==> src/rtl/seg_s2p_receiver_pkg.sv <==
// Shared definitions for the segment shift link: state encoding, idle line
// levels and the default frame width used by both link ends.
package seg_s2p_receiver_pkg;

  typedef enum logic {
    ST_IDLE  = 1'b0,
    ST_SHIFT = 1'b1
  } state_e;

  localparam logic IDLE_SEGCLK = 1'b0;
  localparam logic IDLE_SEGDT  = 1'b0;
  localparam logic IDLE_SEGEN  = 1'b1;
  localparam logic IDLE_SEGCLR = 1'b1;

  localparam int unsigned SEG_FRAME_WIDTH = 64;

endpackage

==> src/rtl/seg_s2p_receiver_sync_edge.sv <==
// N-stage synchronizer with registered rise/fall detect; level_o is aligned
// with the edge pulses so data can be sampled coherently with a clock edge.
module seg_s2p_receiver_sync_edge #(
  parameter int unsigned STAGES  = 2,
  parameter logic        RST_VAL = 1'b0
) (
  input  logic clk,
  input  logic rst,
  input  logic d_i,
  output logic level_o,
  output logic rise_o,
  output logic fall_o
);

  logic [STAGES-1:0] sync_q;
  logic              hist_q;
  logic              rise_q;
  logic              fall_q;

  always_ff @(posedge clk) begin
    if (rst) begin
      sync_q <= {STAGES{RST_VAL}};
      hist_q <= RST_VAL;
      rise_q <= 1'b0;
      fall_q <= 1'b0;
    end else begin
      sync_q <= {sync_q[STAGES-2:0], d_i};
      hist_q <= sync_q[STAGES-1];
      rise_q <= sync_q[STAGES-1] & ~hist_q;
      fall_q <= ~sync_q[STAGES-1] & hist_q;
    end
  end

  assign level_o = hist_q;
  assign rise_o  = rise_q;
  assign fall_o  = fall_q;

endmodule

==> src/rtl/seg_s2p_receiver.sv <==
// Serial-to-parallel receiver for the 4-wire segment shift link: rebuilds
// WIDTH-bit frames and flags short, long and stalled frames.
module seg_s2p_receiver
  import seg_s2p_receiver_pkg::*;
#(
  parameter int unsigned WIDTH       = SEG_FRAME_WIDTH,
  parameter int unsigned SYNC_STAGES = 2,
  parameter int unsigned TIMEOUT     = 1024
) (
  input  logic                       clk,
  input  logic                       rst,
  input  logic                       SEGCLK,
  input  logic                       SEGDT,
  input  logic                       SEGEN,
  input  logic                       SEGCLR,
  output logic [WIDTH-1:0]           data,
  output logic                       data_valid,
  output logic                       frame_err,
  output logic [$clog2(WIDTH+1)-1:0] bit_cnt,
  output logic                       busy
);

  localparam int unsigned CW = $clog2(WIDTH + 1);
  localparam int unsigned TW = $clog2(TIMEOUT + 1);

  logic clk_lvl, clk_rise, clk_fall;
  logic dt_lvl, dt_rise, dt_fall;
  logic en_lvl, en_rise, en_fall;
  logic clr_lvl, clr_rise, clr_fall;
  logic unused_sync;

  seg_s2p_receiver_sync_edge #(.STAGES(SYNC_STAGES), .RST_VAL(IDLE_SEGCLK)) u_sync_clk (
    .clk(clk), .rst(rst), .d_i(SEGCLK), .level_o(clk_lvl), .rise_o(clk_rise), .fall_o(clk_fall)
  );
  seg_s2p_receiver_sync_edge #(.STAGES(SYNC_STAGES), .RST_VAL(IDLE_SEGDT)) u_sync_dt (
    .clk(clk), .rst(rst), .d_i(SEGDT), .level_o(dt_lvl), .rise_o(dt_rise), .fall_o(dt_fall)
  );
  seg_s2p_receiver_sync_edge #(.STAGES(SYNC_STAGES), .RST_VAL(IDLE_SEGEN)) u_sync_en (
    .clk(clk), .rst(rst), .d_i(SEGEN), .level_o(en_lvl), .rise_o(en_rise), .fall_o(en_fall)
  );
  seg_s2p_receiver_sync_edge #(.STAGES(SYNC_STAGES), .RST_VAL(IDLE_SEGCLR)) u_sync_clr (
    .clk(clk), .rst(rst), .d_i(SEGCLR), .level_o(clr_lvl), .rise_o(clr_rise), .fall_o(clr_fall)
  );

  assign unused_sync = ^{clk_lvl, clk_fall, dt_rise, dt_fall, en_lvl, en_fall, clr_rise, clr_fall};

  state_e            state_q, state_d;
  logic [WIDTH-1:0]  shift_q, shift_d;
  logic [WIDTH-1:0]  data_q, data_d;
  logic [CW-1:0]     cnt_q, cnt_d;
  logic [TW-1:0]     to_q, to_d;
  logic              ovf_q, ovf_d;
  logic              pend_ok_q, pend_ok_d;
  logic              pend_err_q, pend_err_d;
  logic              dv_q, fe_q;

  always_ff @(posedge clk) begin
    if (rst) begin
      state_q    <= ST_IDLE;
      shift_q    <= '0;
      data_q     <= '0;
      cnt_q      <= '0;
      to_q       <= '0;
      ovf_q      <= 1'b0;
      pend_ok_q  <= 1'b0;
      pend_err_q <= 1'b0;
      dv_q       <= 1'b0;
      fe_q       <= 1'b0;
    end else begin
      state_q    <= state_d;
      shift_q    <= shift_d;
      data_q     <= data_d;
      cnt_q      <= cnt_d;
      to_q       <= to_d;
      ovf_q      <= ovf_d;
      pend_ok_q  <= pend_ok_d;
      pend_err_q <= pend_err_d;
      dv_q       <= pend_ok_q;
      fe_q       <= pend_err_q;
    end
  end

  // Event priority: clear level > frame end > timeout > shift clock.
  always_comb begin
    state_d    = state_q;
    shift_d    = shift_q;
    data_d     = data_q;
    cnt_d      = cnt_q;
    to_d       = to_q;
    ovf_d      = ovf_q;
    pend_ok_d  = 1'b0;
    pend_err_d = 1'b0;

    if (!clr_lvl) begin
      state_d = ST_IDLE;
      shift_d = '0;
      cnt_d   = '0;
      ovf_d   = 1'b0;
      to_d    = '0;
    end else if (en_rise) begin
      // A shift clock coinciding with the frame end is dropped here.
      if (state_q == ST_SHIFT) begin
        state_d = ST_IDLE;
        cnt_d   = '0;
        ovf_d   = 1'b0;
        to_d    = '0;
        if (cnt_q == CW'(WIDTH) && !ovf_q) begin
          data_d    = shift_q;
          pend_ok_d = 1'b1;
        end else begin
          pend_err_d = 1'b1;
        end
      end
    end else if (state_q == ST_SHIFT && to_q == TW'(TIMEOUT - 1)) begin
      state_d    = ST_IDLE;
      cnt_d      = '0;
      ovf_d      = 1'b0;
      to_d       = '0;
      pend_err_d = 1'b1;
    end else if (clk_rise) begin
      to_d = '0;
      if (state_q == ST_IDLE) begin
        state_d = ST_SHIFT;
        shift_d = WIDTH'(dt_lvl);
        cnt_d   = CW'(1);
        ovf_d   = 1'b0;
      end else if (cnt_q == CW'(WIDTH)) begin
        ovf_d = 1'b1;
      end else begin
        shift_d = {shift_q[WIDTH-2:0], dt_lvl};
        cnt_d   = cnt_q + CW'(1);
      end
    end else if (state_q == ST_SHIFT) begin
      to_d = to_q + TW'(1);
    end
  end

  assign data       = data_q;
  assign data_valid = dv_q;
  assign frame_err  = fe_q;
  assign bit_cnt    = cnt_q;
  assign busy       = (state_q == ST_SHIFT);

endmodule

==> config.mk <==
export PLATFORM = sky130hd
export DESIGN_NAME = seg_s2p_receiver
export DESIGN_NICKNAME = d
export VERILOG_FILES = /design/src/rtl/seg_s2p_receiver_pkg.sv /design/src/rtl/seg_s2p_receiver_sync_edge.sv /design/src/rtl/seg_s2p_receiver.sv
export SDC_FILE = /design/constraint.sdc
export NUM_CORES = 1
export LEC_CHECK = 0
export BUFFER_PORTS_ARGS = -buffer_cell sky130_fd_sc_hd__clkbuf_2
export CAP_MARGIN = 20
export CORE_UTILIZATION = 40
export CTS_CLUSTER_DIAMETER = 30
export DETAILED_ROUTE_END_ITERATION = 8
export GPL_TIMING_DRIVEN = 0
export PLACE_DENSITY = 0.56
export SYNTH_ARGS = -nofsm -noshare
export SYNTH_HDL_FRONTEND = slang
export SYNTH_SLANG_ARGS = --single-unit
==> constraint.sdc <==
create_clock -name clk -period 4.6 [get_ports clk]
set_input_delay 0.92 -clock clk [delete_from_list [all_inputs] [get_ports clk]]
set_output_delay 0.92 -clock clk [all_outputs]
set_load 0.05 [all_outputs]
==> results.rst, run 1 <==
.. list-table::
   :header-rows: 1

   * - Metric
     - Value
   * - Net count after synthesis
     - 614
   * - Register bit total from synthesis
     - 166
   * - Cell at the root of the clock tree
     - clkbuf_16
   * - Critical path arrival
     - 2940 ps
   * - Status
     - finished, violations left
   * - Average wire per cell in the routed design
     - 14.5 um
   * - Library cell with the largest summed area after synthesis
     - dfxtp_1
   * - Class of the tightest hold or removal check
     - reg2reg
   * - DP Wirelength
     - 8760 um
   * - Clock tree from TritonCTS
     - done
   * - Relative slew slack
     - 44.0%
   * - Fraction of final layout cells sized beyond drive strength 1
     - 29.0%
   * - Post-DRT Antenna Nets
     - 0
   * - Die height
     - 125 um
   * - Iteration-0 DRC Markers
     - 180
   * - Filler cells
     - 1386
   * - Maximum operating frequency
     - 388 MHz
   * - Post-detailed-routing wire length
     - 13100 um
   * - Weighted congestion reported at the end of routability-driven placement
     - 0.808
   * - Die boundary width
     - 125 um
   * - Final std cell area, no fill
     - 7260 um^2
   * - Final worst-path cycle share
     - 56.1%
   * - Per-instance average area after synthesis
     - 10.1 um^2
   * - Detailed Routing Iterations Pass 1
     - 9
   * - Critical Path Start
     - bit_cnt[0]
   * - First-pass GRT wire length
     - 21800 um
   * - Required time worst endpoint
     - 4960 ps
   * - Number of instances in the synthesized netlist
     - 605
   * - Post-synth ARST share
     - 0%
   * - Total track usage
     - 17.3%
   * - Clock Tree Buf Depth
     - 2
   * - Minimum clock period after layout
     - 2580 ps
   * - Peak VDD IR
     - 0.000247 V
   * - Startpoint type of the worst setup path
     - flip-flop
   * - Max Clock Skew
     - 8.73 ps
   * - Clock input transition at the sequential cells of the worst setup and hold paths
     - 60 ps
   * - Effective utilization at floorplan
     - 41.4%
   * - Share of the synthesized area in the top cell type
     - 54.6%
   * - Antenna cells
     - 0
   * - Number of distinct standard cells referenced by the synthesized netlist
     - 46
   * - Most instantiated cells after synthesis
     - 166 x dfxtp_1, 142 x nand2_1, 63 x a22o_1
   * - Number of gates given a new drive strength after cts
     - 0
   * - Reported max-cap violation count
     - 0
   * - Worst slack on hold paths
     - 389 ps
   * - R2R depth
     - 8
   * - Terminus of the critical flop-to-flop path
     - shift_q[56]
   * - Cell total after placement
     - 868
   * - Post-synth EDFFs
     - 0
   * - Via count of the first global-routing pass
     - 4495
   * - Post-CTS setup buffer count
     - 0
   * - Worst setup slack before clock tree synthesis
     - 1610 ps
   * - Smallest setup slack after layout
     - 2020 ps
   * - Std-Cell Rows
     - 44
   * - Register-to-Register Setup Slack
     - 2020 ps
   * - Antenna violations before repair
     - 0
   * - Sequential area share after synthesis
     - 54.6%
   * - Input/output buffers
     - 79
   * - Area of the mapped netlist
     - 6080 um^2
   * - Clock sink count
     - 166
   * - Count of non-filler cells in the finished layout
     - 899
   * - Crit-path slowest cell
     - dfxtp_1
   * - DR DRC count
     - 12
   * - Most area-consuming cells after synthesis
     - dfxtp_1 55%, a22o_1 9.1%, nand2_1 8.8%
   * - Hold_buf cts
     - 0
   * - Total number of nets in the final design
     - 712
   * - Final setup violation count
     - 0
   * - Count leader, synth
     - dfxtp_1
   * - Capturing element of the worst setup path
     - shift_q[56]
   * - Setup TNS
     - 0 ps
   * - Kind of critical path
     - reg2reg
   * - Clk_lat worst skew
     - 420 ps
   * - CP cell instances
     - inv_1 > ha_1 > nor2b_1 > a21oi_1 > and2_1 > clkbuf_1 > buf_2 > a22o_1
   * - Final slew viol count
     - 0
   * - Setup repair after global routing missed its margin
     - no
   * - Total Die Area
     - 15700 um^2
   * - Main synth FF type
     - dfxtp_1
   * - Transition time at the pin with the least slew margin
     - 836 ps
   * - Maximum fanout along the worst path
     - 10
   * - Depth of the CTS H-tree
     - 4
   * - Area added between synthesis and finish
     - 19.4%
   * - Per-cell via count in the routed design
     - 5.12
   * - Pleak
     - 2.68 nW
   * - Type of element capturing the critical path
     - flip-flop
   * - Vias post-DR
     - 4600
   * - Maximum single-stage delay on the critical path
     - 470 ps
   * - Failing checks
     - DRC
   * - Fin. Hold Viols
     - 0
   * - Startpoint of the worst-slack reg-to-reg timing path
     - bit_cnt[0]
   * - Io pins
     - 80
   * - Core area
     - 14700 um^2
   * - Number of buffers created by CTS
     - 17
   * - Power Density
     - 393 nW/um^2
   * - Largest net degree at the start of global routing
     - 17
   * - Grt ovf
     - 0
   * - Cell area after placement
     - 6710 um^2
   * - Synthesis warning total
     - 0
-- state kept, by name (all words and copies together), names as in the netlist, 2 cells and up --
signal / flops
to_q: 11
data: 64
u_sync_en.sync_q: 2
bit_cnt: 7
u_sync_clk.sync_q: 2
u_sync_clr.sync_q: 2
shift_q: 64
u_sync_dt.sync_q: 2
-- metrics by stage --
step	total power, mW	utilization, %
2_1_floorplan	1.53	-
3_3_place_gp	1.55	45.7
3_5_place_dp	1.56	45.7
4_1_cts	2.90	49.4
5_1_grt	2.96	49.4
6_report	2.86	49.4
-- worst min path at each step --
stage | start | end | cells past startpoint
after floorplan | u_sync_clk.level_o | u_sync_clk.rise_o | 1
after global placement | u_sync_clk.level_o | u_sync_clk.rise_o | 1
after detailed placement | u_sync_en.level_o | u_sync_en.rise_o | 1
after CTS | u_sync_en.level_o | u_sync_en.rise_o | 1
after global routing | u_sync_en.level_o | u_sync_en.rise_o | 1
final | u_sync_clk.level_o | u_sync_clk.rise_o | 1
-- cell families after synthesis --
logic type,after synthesis,synth area share [%]
buf+inv,47,4.67
xor+xnor,5,0.720
compound gates,166,22.6
simple gates,215,16.2
flops,166,54.6
fa+ha+maj,3,0.617
mux,3,0.494
-- layout by cell type, fill, tap and decap left out, types with 4 or more instances in the layout --
cell type   count
a21oi_1        12
a21oi_2        60
a22o_1         63
buf_2          14
buf_6          12
clkbuf_1       19
clkbuf_16      17
clkbuf_2       79
clkinvlp_4      4
dfxtp_1       166
inv_1           5
nand2_1       142
nand2b_1        5
nand3_1        10
nor2_1         13
nor2b_1        13
nor3_1          5
o2111ai_1       4
o211ai_1        7
o21ai_0         6
or2_2           6
xor2_1          5
-- metal layers --
metal  vias up  share of wire (%)  GRT usage [%]
met1      2208                 49           22.4
met3         4                4.3           5.35
met5         -                  0              0
li1       2302                  -              -
met2        86                 46           27.0
met4         0               0.42           6.31
-- layout make-up --
class,count,area [um^2],share of cell area (%)
tap,184,230,3.17
inverter,5,18.8,0.258
timing repair buffer,79,395,5.44
clock buffer,23,478,6.58
multi-input combinational,392,2480,34.1
sequential,166,3320,45.8
clock inverter,8,75.1,1.03
buffer,42,265,3.65
-- critical path, delay by kind of cell, from the launching register on --
kind	cells	cell delay, ps
flip-flops	1	470
AO/OA/AOI/OAI	2	630
adder cells (fa/ha/maj)	1	220
buffers and inverters	3	840
AND/OR/NAND/NOR	2	380
-- where the power goes --
part	internal, mW	leakage [nW]	switching, mW
clock	0.782	0.261	0.553
combinational	0.0182	1.08	0.0569
sequential	1.44	1.34	0.00438
Power figures use the tool's default switching activity.
==> run 2: changes to the inputs <==
- PLACE_DENSITY: 0.56 -> 0.58
- clock period: 4.6 -> 2.2 ns (I/O delays scaled with it)
==> results.rst, run 2 (synthesis gave the netlist of run 1 again) <==
.. list-table::
   :header-rows: 1

   * - Metric
     - Value
   * - Status
     - finished, violations left
   * - Failing checks
     - DRC
   * - Startpoint type of the worst setup path
     - flip-flop
   * - Fraction of final layout cells sized beyond drive strength 1
     - 31.0% (+2.1 points)
   * - Highest-count cells in the layout ignoring fill and taps
     - 161 x dfxtp_1, 142 x nand2_1, 81 x clkbuf_2, 63 x a22o_1, 61 x a21oi_2
   * - Most heavily used metal layer in global routing
     - met2
   * - Clock tree from TritonCTS
     - done
   * - Max Clock Skew
     - 9.81 ps (+1.07 ps)
   * - Weighted congestion reported at the end of routability-driven placement
     - 0.810 (+0.32%)
   * - Relative slew slack
     - 44.7% (+0.65 points)
   * - Hold_buf cts
     - 0 (unchanged)
   * - Type of element capturing the critical path
     - flip-flop
   * - First-pass GRT wire length
     - 21900 um (+0.32%)
   * - Required time worst endpoint
     - 2470 ps (-2490 ps)
   * - Met2 capacity usage during global routing
     - 27.0% (unchanged)
   * - Per-cell via count in the routed design
     - 5.16 (+0.87%)
   * - Effective utilization at floorplan
     - 41.4% (unchanged)
   * - Cell area after placement
     - 6720 um^2 (about the same)
   * - Filler cells
     - 1361 (-1.8%)
   * - Total Die Area
     - 15700 um^2 (unchanged)
   * - Antenna violations before repair
     - 0 (unchanged)
   * - Clock sink count
     - 166 (unchanged)
   * - Final std cell area, no fill
     - 7400 um^2 (+1.9%)
   * - Total number of nets in the final design
     - 714 (+0.28%)
   * - DR DRC count
     - 5 (-7)
   * - Clk_lat worst skew
     - 420 ps (about the same)
   * - Reported max-cap violation count
     - 0 (unchanged)
   * - Die height
     - 125 um (unchanged)
   * - Class of the tightest hold or removal check
     - in2reg
   * - Depth of the CTS H-tree
     - 4 (unchanged)
   * - Crit-path slowest cell
     - or4b_4
   * - Count of non-filler cells in the finished layout
     - 900 (+0.11%)
   * - CP cell instances
     - or4b_4 > or4_4 > buf_6 > buf_6 > nand2_1 > a21oi_2
   * - Input/output buffers
     - 79 (unchanged)
   * - Minimum clock period after layout
     - 2140 ps (-443 ps)
   * - Io pins
     - 80 (unchanged)
   * - Detailed Routing Iterations Pass 1
     - 7 (-2)
   * - Via count of the first global-routing pass
     - 4500 (+0.11%)
   * - Final core utilization
     - 50.3% (+0.92 points)
   * - Maximum operating frequency
     - 468 MHz (+21%)
   * - Peak VDD IR
     - 0.000543 V (+120%)
   * - Total track usage
     - 17.6% (+0.30 points)
   * - CP delay by family, top
     - simple AND/OR/NAND/NOR gates
   * - Final setup violation count
     - 0 (unchanged)
   * - Std-Cell Rows
     - 44 (unchanged)
   * - Worst slack on hold paths
     - 204 ps (-185 ps)
   * - Pleak
     - 2.76 nW (+2.8%)
   * - Grt ovf
     - 0 (unchanged)
   * - Maximum single-stage delay on the critical path
     - 600 ps (+130 ps)
   * - Transition time at the pin with the least slew margin
     - 826 ps (-9.71 ps)
   * - Iteration-0 DRC Markers
     - 244 (+36%)
   * - Antenna cells
     - 0 (unchanged)
   * - Power Density
     - 844 nW/um^2 (+110%)
   * - Die boundary width
     - 125 um (unchanged)
   * - Number of buffers created by CTS
     - 17 (unchanged)
   * - Fin. Hold Viols
     - 0 (unchanged)
   * - Largest net degree at the start of global routing
     - 17 (unchanged)
   * - Met3 layer usage reported by global route
     - 4.92% (-0.43 points)
   * - Kind of critical path
     - reg2reg
   * - Cell at the root of the clock tree
     - clkbuf_16
   * - Post-DRT Antenna Nets
     - 0 (unchanged)
   * - Critical path arrival
     - 2410 ps (-530 ps)
   * - Cell total after placement
     - 868 (unchanged)
   * - CP dominant cell by count
     - buf_6
   * - Final slew viol count
     - 0 (unchanged)
   * - Core area
     - 14700 um^2 (unchanged)
   * - Final worst-path cycle share
     - 97.0% (+41 points)
   * - Clock input transition at the sequential cells of the worst setup and hold paths
     - 60 ps (about the same)
   * - Vias post-DR
     - 4645 (+0.98%)
   * - Global routing met1 resource utilization
     - 22.8% (+0.34 points)
   * - DP Wirelength
     - 8750 um (-0.11%)
   * - Average wire per cell in the routed design
     - 14.6 um (+0.67%)
   * - Area added between synthesis and finish
     - 21.6%
   * - Maximum fanout along the worst path
     - 10 (unchanged)
   * - Post-detailed-routing wire length
     - 13200 um (+0.78%)
   * - Leading cell type in the layout, fill and taps excluded
     - dfxtp_1
   * - Clock Tree Buf Depth
     - 2 (unchanged)
   * - Crit path buffers/inverters
     - 2 (-1)
==> run 2: worst paths after layout <==
kind,startpoint,end,slack [ps],cells past startpoint
setup / recovery,bit_cnt[2],data[4],60,6
hold / removal,SEGEN,u_sync_en.sync_q[0],200,2
setup reg to reg,bit_cnt[2],data[4],60,6
hold reg to reg,u_sync_clk.level_o,u_sync_clk.rise_o,380,1
==> run 2: worst reg2reg max path, stage by stage, from the launching register on <==
cell and delay, ps:
dfxtp_2 370, or4b_4 600, or4_4 560, buf_6 170, buf_6 150, nand2_1 80
a21oi_2 50
==> run 2: cell type report <==
| cell class | count | area (um^2) | share of cell area (%) |
|---|---|---|---|
| Inverter | 5 | 18.8 | 0.254 |
| Buffer | 41 | 264 | 3.57 |
| Multi-Input combinational cell | 392 | 2520 | 34.0 |
| Tap cell | 184 | 230 | 3.11 |
| Clock inverter | 8 | 123 | 1.66 |
| Clock buffer | 22 | 484 | 6.54 |
| Timing Repair Buffer | 82 | 430 | 5.82 |
| Sequential cell | 166 | 3330 | 45.0 |
==> run 2: where the power goes <==
group          leakage [nW]  switching (mW)  internal, mW  total [mW]
logic                  1.11           0.124        0.0444       0.169
clock network         0.302            1.16          1.89        3.05
registers              1.34         0.00909          3.02        3.03
==> run 2: metrics by stage <==
step                      setup slack [ps]  TNS (ps)  power (mW)
final                                 64.9         0        6.24
after floorplan                       16.8         0        3.21
after global routing                 -4.09     -10.2        6.46
after detailed placement              -364    -23550        3.25
after global placement                -306    -19160        3.25
after CTS                             20.8         0        6.30
==> run 2: metal layers <==
metal | vias up | wire length, um
met4 | 0 | 204
met5 | - | 0
met3 | 16 | 603
li1 | 2313 | -
met2 | 107 | 5960
met1 | 2209 | 6380
==> run 2: what timing repair did <==
| action | CTS | global route |
|---|---|---|
| pin swaps | 2 | 1 |
| endpoints found under the setup margin | 123 | 121 |
| setup buffers | 2 | 1 |
| gates cloned | 0 | 0 |
| resized for setup | 4 | 9 |
==> run 3: changes to the inputs <==
- PLACE_DENSITY: 0.58 -> 0.56
- clock period: 2.2 -> 2.7 ns (I/O delays scaled with it)
==> results.rst, run 3 (synthesis gave the netlist of run 1 again) <==
.. list-table::
   :header-rows: 1

   * - Metric
     - Value
   * - Status
     - finished, violations left
   * - Failing checks
     - DRC
   * - Cell at the root of the clock tree
     - clkbuf_16
   * - Largest net degree at the start of global routing
     - 17 (unchanged)
   * - Maximum fanout along the worst path
     - 10 (unchanged)
   * - Critical path arrival
     - 2820 ps (+410 ps)
   * - Kind of critical path
     - reg2reg
   * - Setup repair after global routing missed its margin
     - no
   * - Final setup violation count
     - 0 (unchanged)
   * - Clock input transition at the sequential cells of the worst setup and hold paths
     - 60 ps (about the same)
   * - Worst slack on hold paths
     - 302 ps (+98.6 ps)
   * - Die height
     - 125 um (unchanged)
   * - Reported max-cap violation count
     - 0 (unchanged)
   * - Vias post-DR
     - 4612 (-0.71%)
   * - Clock sink count
     - 166 (unchanged)
   * - Grt ovf
     - 0 (unchanged)
   * - Startpoint of the worst-slack reg-to-reg timing path
     - to_q[0]
   * - CP cell instances
     - ha_1 > and3b_1 > a311oi_4 > and2_1 > clkbuf_1 > buf_2 > a22o_1
   * - Weighted congestion reported at the end of routability-driven placement
     - 0.808 (-0.32%)
   * - Io pins
     - 80 (unchanged)
   * - Iteration-0 DRC Markers
     - 192 (-21%)
   * - Required time worst endpoint
     - 3050 ps (+580 ps)
   * - Crit-path slowest cell
     - a311oi_4
   * - Final slew viol count
     - 0 (unchanged)
   * - Detailed Routing Iterations Pass 1
     - 9 (+2)
   * - DP Wirelength
     - 8760 um (+0.11%)
   * - DR DRC count
     - 6 (+1)
   * - Per-cell via count in the routed design
     - 5.13 (-0.60%)
   * - Post-CTS setup buffer count
     - 0 (-2)
   * - Relative slew slack
     - 44.6% (-0.13 points)
   * - Type of element capturing the critical path
     - flip-flop
   * - Via count of the first global-routing pass
     - 4495 (-0.11%)
   * - Post-DRT Antenna Nets
     - 0 (unchanged)
   * - Number of buffers created by CTS
     - 17 (unchanged)
   * - First-pass GRT wire length
     - 21800 um (-0.31%)
   * - Antenna cells
     - 0 (unchanged)
   * - Core area
     - 14700 um^2 (unchanged)
   * - Std-Cell Rows
     - 44 (unchanged)
   * - Filler cells
     - 1387 (+1.9%)
   * - Power Density
     - 668 nW/um^2 (-21%)
   * - Clk_lat worst skew
     - 420 ps (about the same)
   * - Peak VDD IR
     - 0.000416 V (-23%)
   * - Critical Path Start
     - to_q[0]
   * - Area added between synthesis and finish
     - 19.6%
   * - Effective utilization at floorplan
     - 41.4% (unchanged)
   * - Depth of the CTS H-tree
     - 4 (unchanged)
   * - Pleak
     - 2.69 nW (-2.6%)
   * - Max Clock Skew
     - 11.8 ps (+2.01 ps)
   * - Tot Pwr
     - 4.87 mW (-22%)
   * - Worst hold path startpoint
     - SEGEN
   * - Leading cell type in the layout, fill and taps excluded
     - dfxtp_1
   * - Maximum operating frequency
     - 406 MHz (-13%)
   * - Setup TNS
     - 0 ps (unchanged)
   * - Fin. Hold Viols
     - 0 (unchanged)
   * - Clock Tree Buf Depth
     - 2 (unchanged)
   * - Transition time at the pin with the least slew margin
     - 825 ps (-0.418 ps)
   * - Class of the tightest hold or removal check
     - in2reg
   * - Highest-count cells in the layout ignoring fill and taps
     - 166 x dfxtp_1, 142 x nand2_1, 79 x clkbuf_2, 63 x a22o_1, 61 x a21oi_2
   * - Die boundary width
     - 125 um (unchanged)
   * - CP delay by family, top
     - buffers and inverters
   * - Total track usage
     - 17.3% (-0.30 points)
   * - Input/output buffers
     - 79 (unchanged)
   * - Fraction of final layout cells sized beyond drive strength 1
     - 29.1% (-1.9 points)
   * - Average wire per cell in the routed design
     - 14.5 um (-0.67%)
   * - Total Die Area
     - 15700 um^2 (unchanged)
   * - Final core utilization
     - 49.5% (-0.82 points)
   * - Maximum single-stage delay on the critical path
     - 470 ps (-130 ps)
   * - Final worst-path cycle share
     - 91.3% (-5.7 points)
   * - Post-detailed-routing wire length
     - 13100 um (-0.78%)
   * - Crit path buffers/inverters
     - 2 (unchanged)
   * - Antenna violations before repair
     - 0 (unchanged)
   * - Startpoint type of the worst setup path
     - flip-flop
   * - Minimum clock period after layout
     - 2470 ps (+331 ps)
   * - Clock tree from TritonCTS
     - done
   * - Total number of nets in the final design
     - 712 (-0.28%)
run 3: path summary, 6_finish.rpt:
path | end | slack [ps] | cells past startpoint
hold / removal | u_sync_en.sync_q[0] | 300 | 2
setup reg to reg | shift_q[56] | 230 | 7
hold reg to reg | u_sync_en.rise_o | 390 | 1
setup / recovery | shift_q[56] | 230 | 7
run 3: metal layers:
layer | track usage, % | vias to the layer above | wire (um) | part of all wire [%]
li1 | - | 2302 | - | -
met1 | 22.4 | 2226 | 6450 | 49
met2 | 27.0 | 82 | 6070 | 47
met3 | 5.35 | 2 | 481 | 3.7
met4 | 6.31 | 0 | 49 | 0.38
met5 | 0 | - | 0 | 0
run 3: cell type report:
type,instances,area (um^2),share of cell area [%]
multi-input cells,392,2490,34.2
plain buffers,42,265,3.64
clock inverters,8,75.1,1.03
repair buffers,79,395,5.43
clock buffers,23,478,6.57
inverters,5,18.8,0.258
flip-flops and latches,166,3320,45.7
well taps,184,230,3.16
run 3: repair_timing:
item / 4_1_cts / 5_1_grt
setup endpoints to repair: 0 / 56
gates resized for setup: 0 / 2
hold endpoints to repair: 0 / 0
hold buffers: 0 / 0
run 3: power breakdown:
group	internal (mW)	switching [mW]	leakage (nW)
Combinational	0.0313	0.0976	1.09
Sequential	2.46	0.00734	1.34
Clock	1.33	0.937	0.261
Total	3.82	1.04	2.69
run 3: metrics by stage:
step,setup slack [ps],cell area [um^2],std cells
3_3_place_gp,114,6710,868
2_1_floorplan,403,6080,605
5_1_grt,44.9,7280,899
4_1_cts,110,7260,899
3_5_place_dp,87.8,6710,868
6_report,234,7280,899
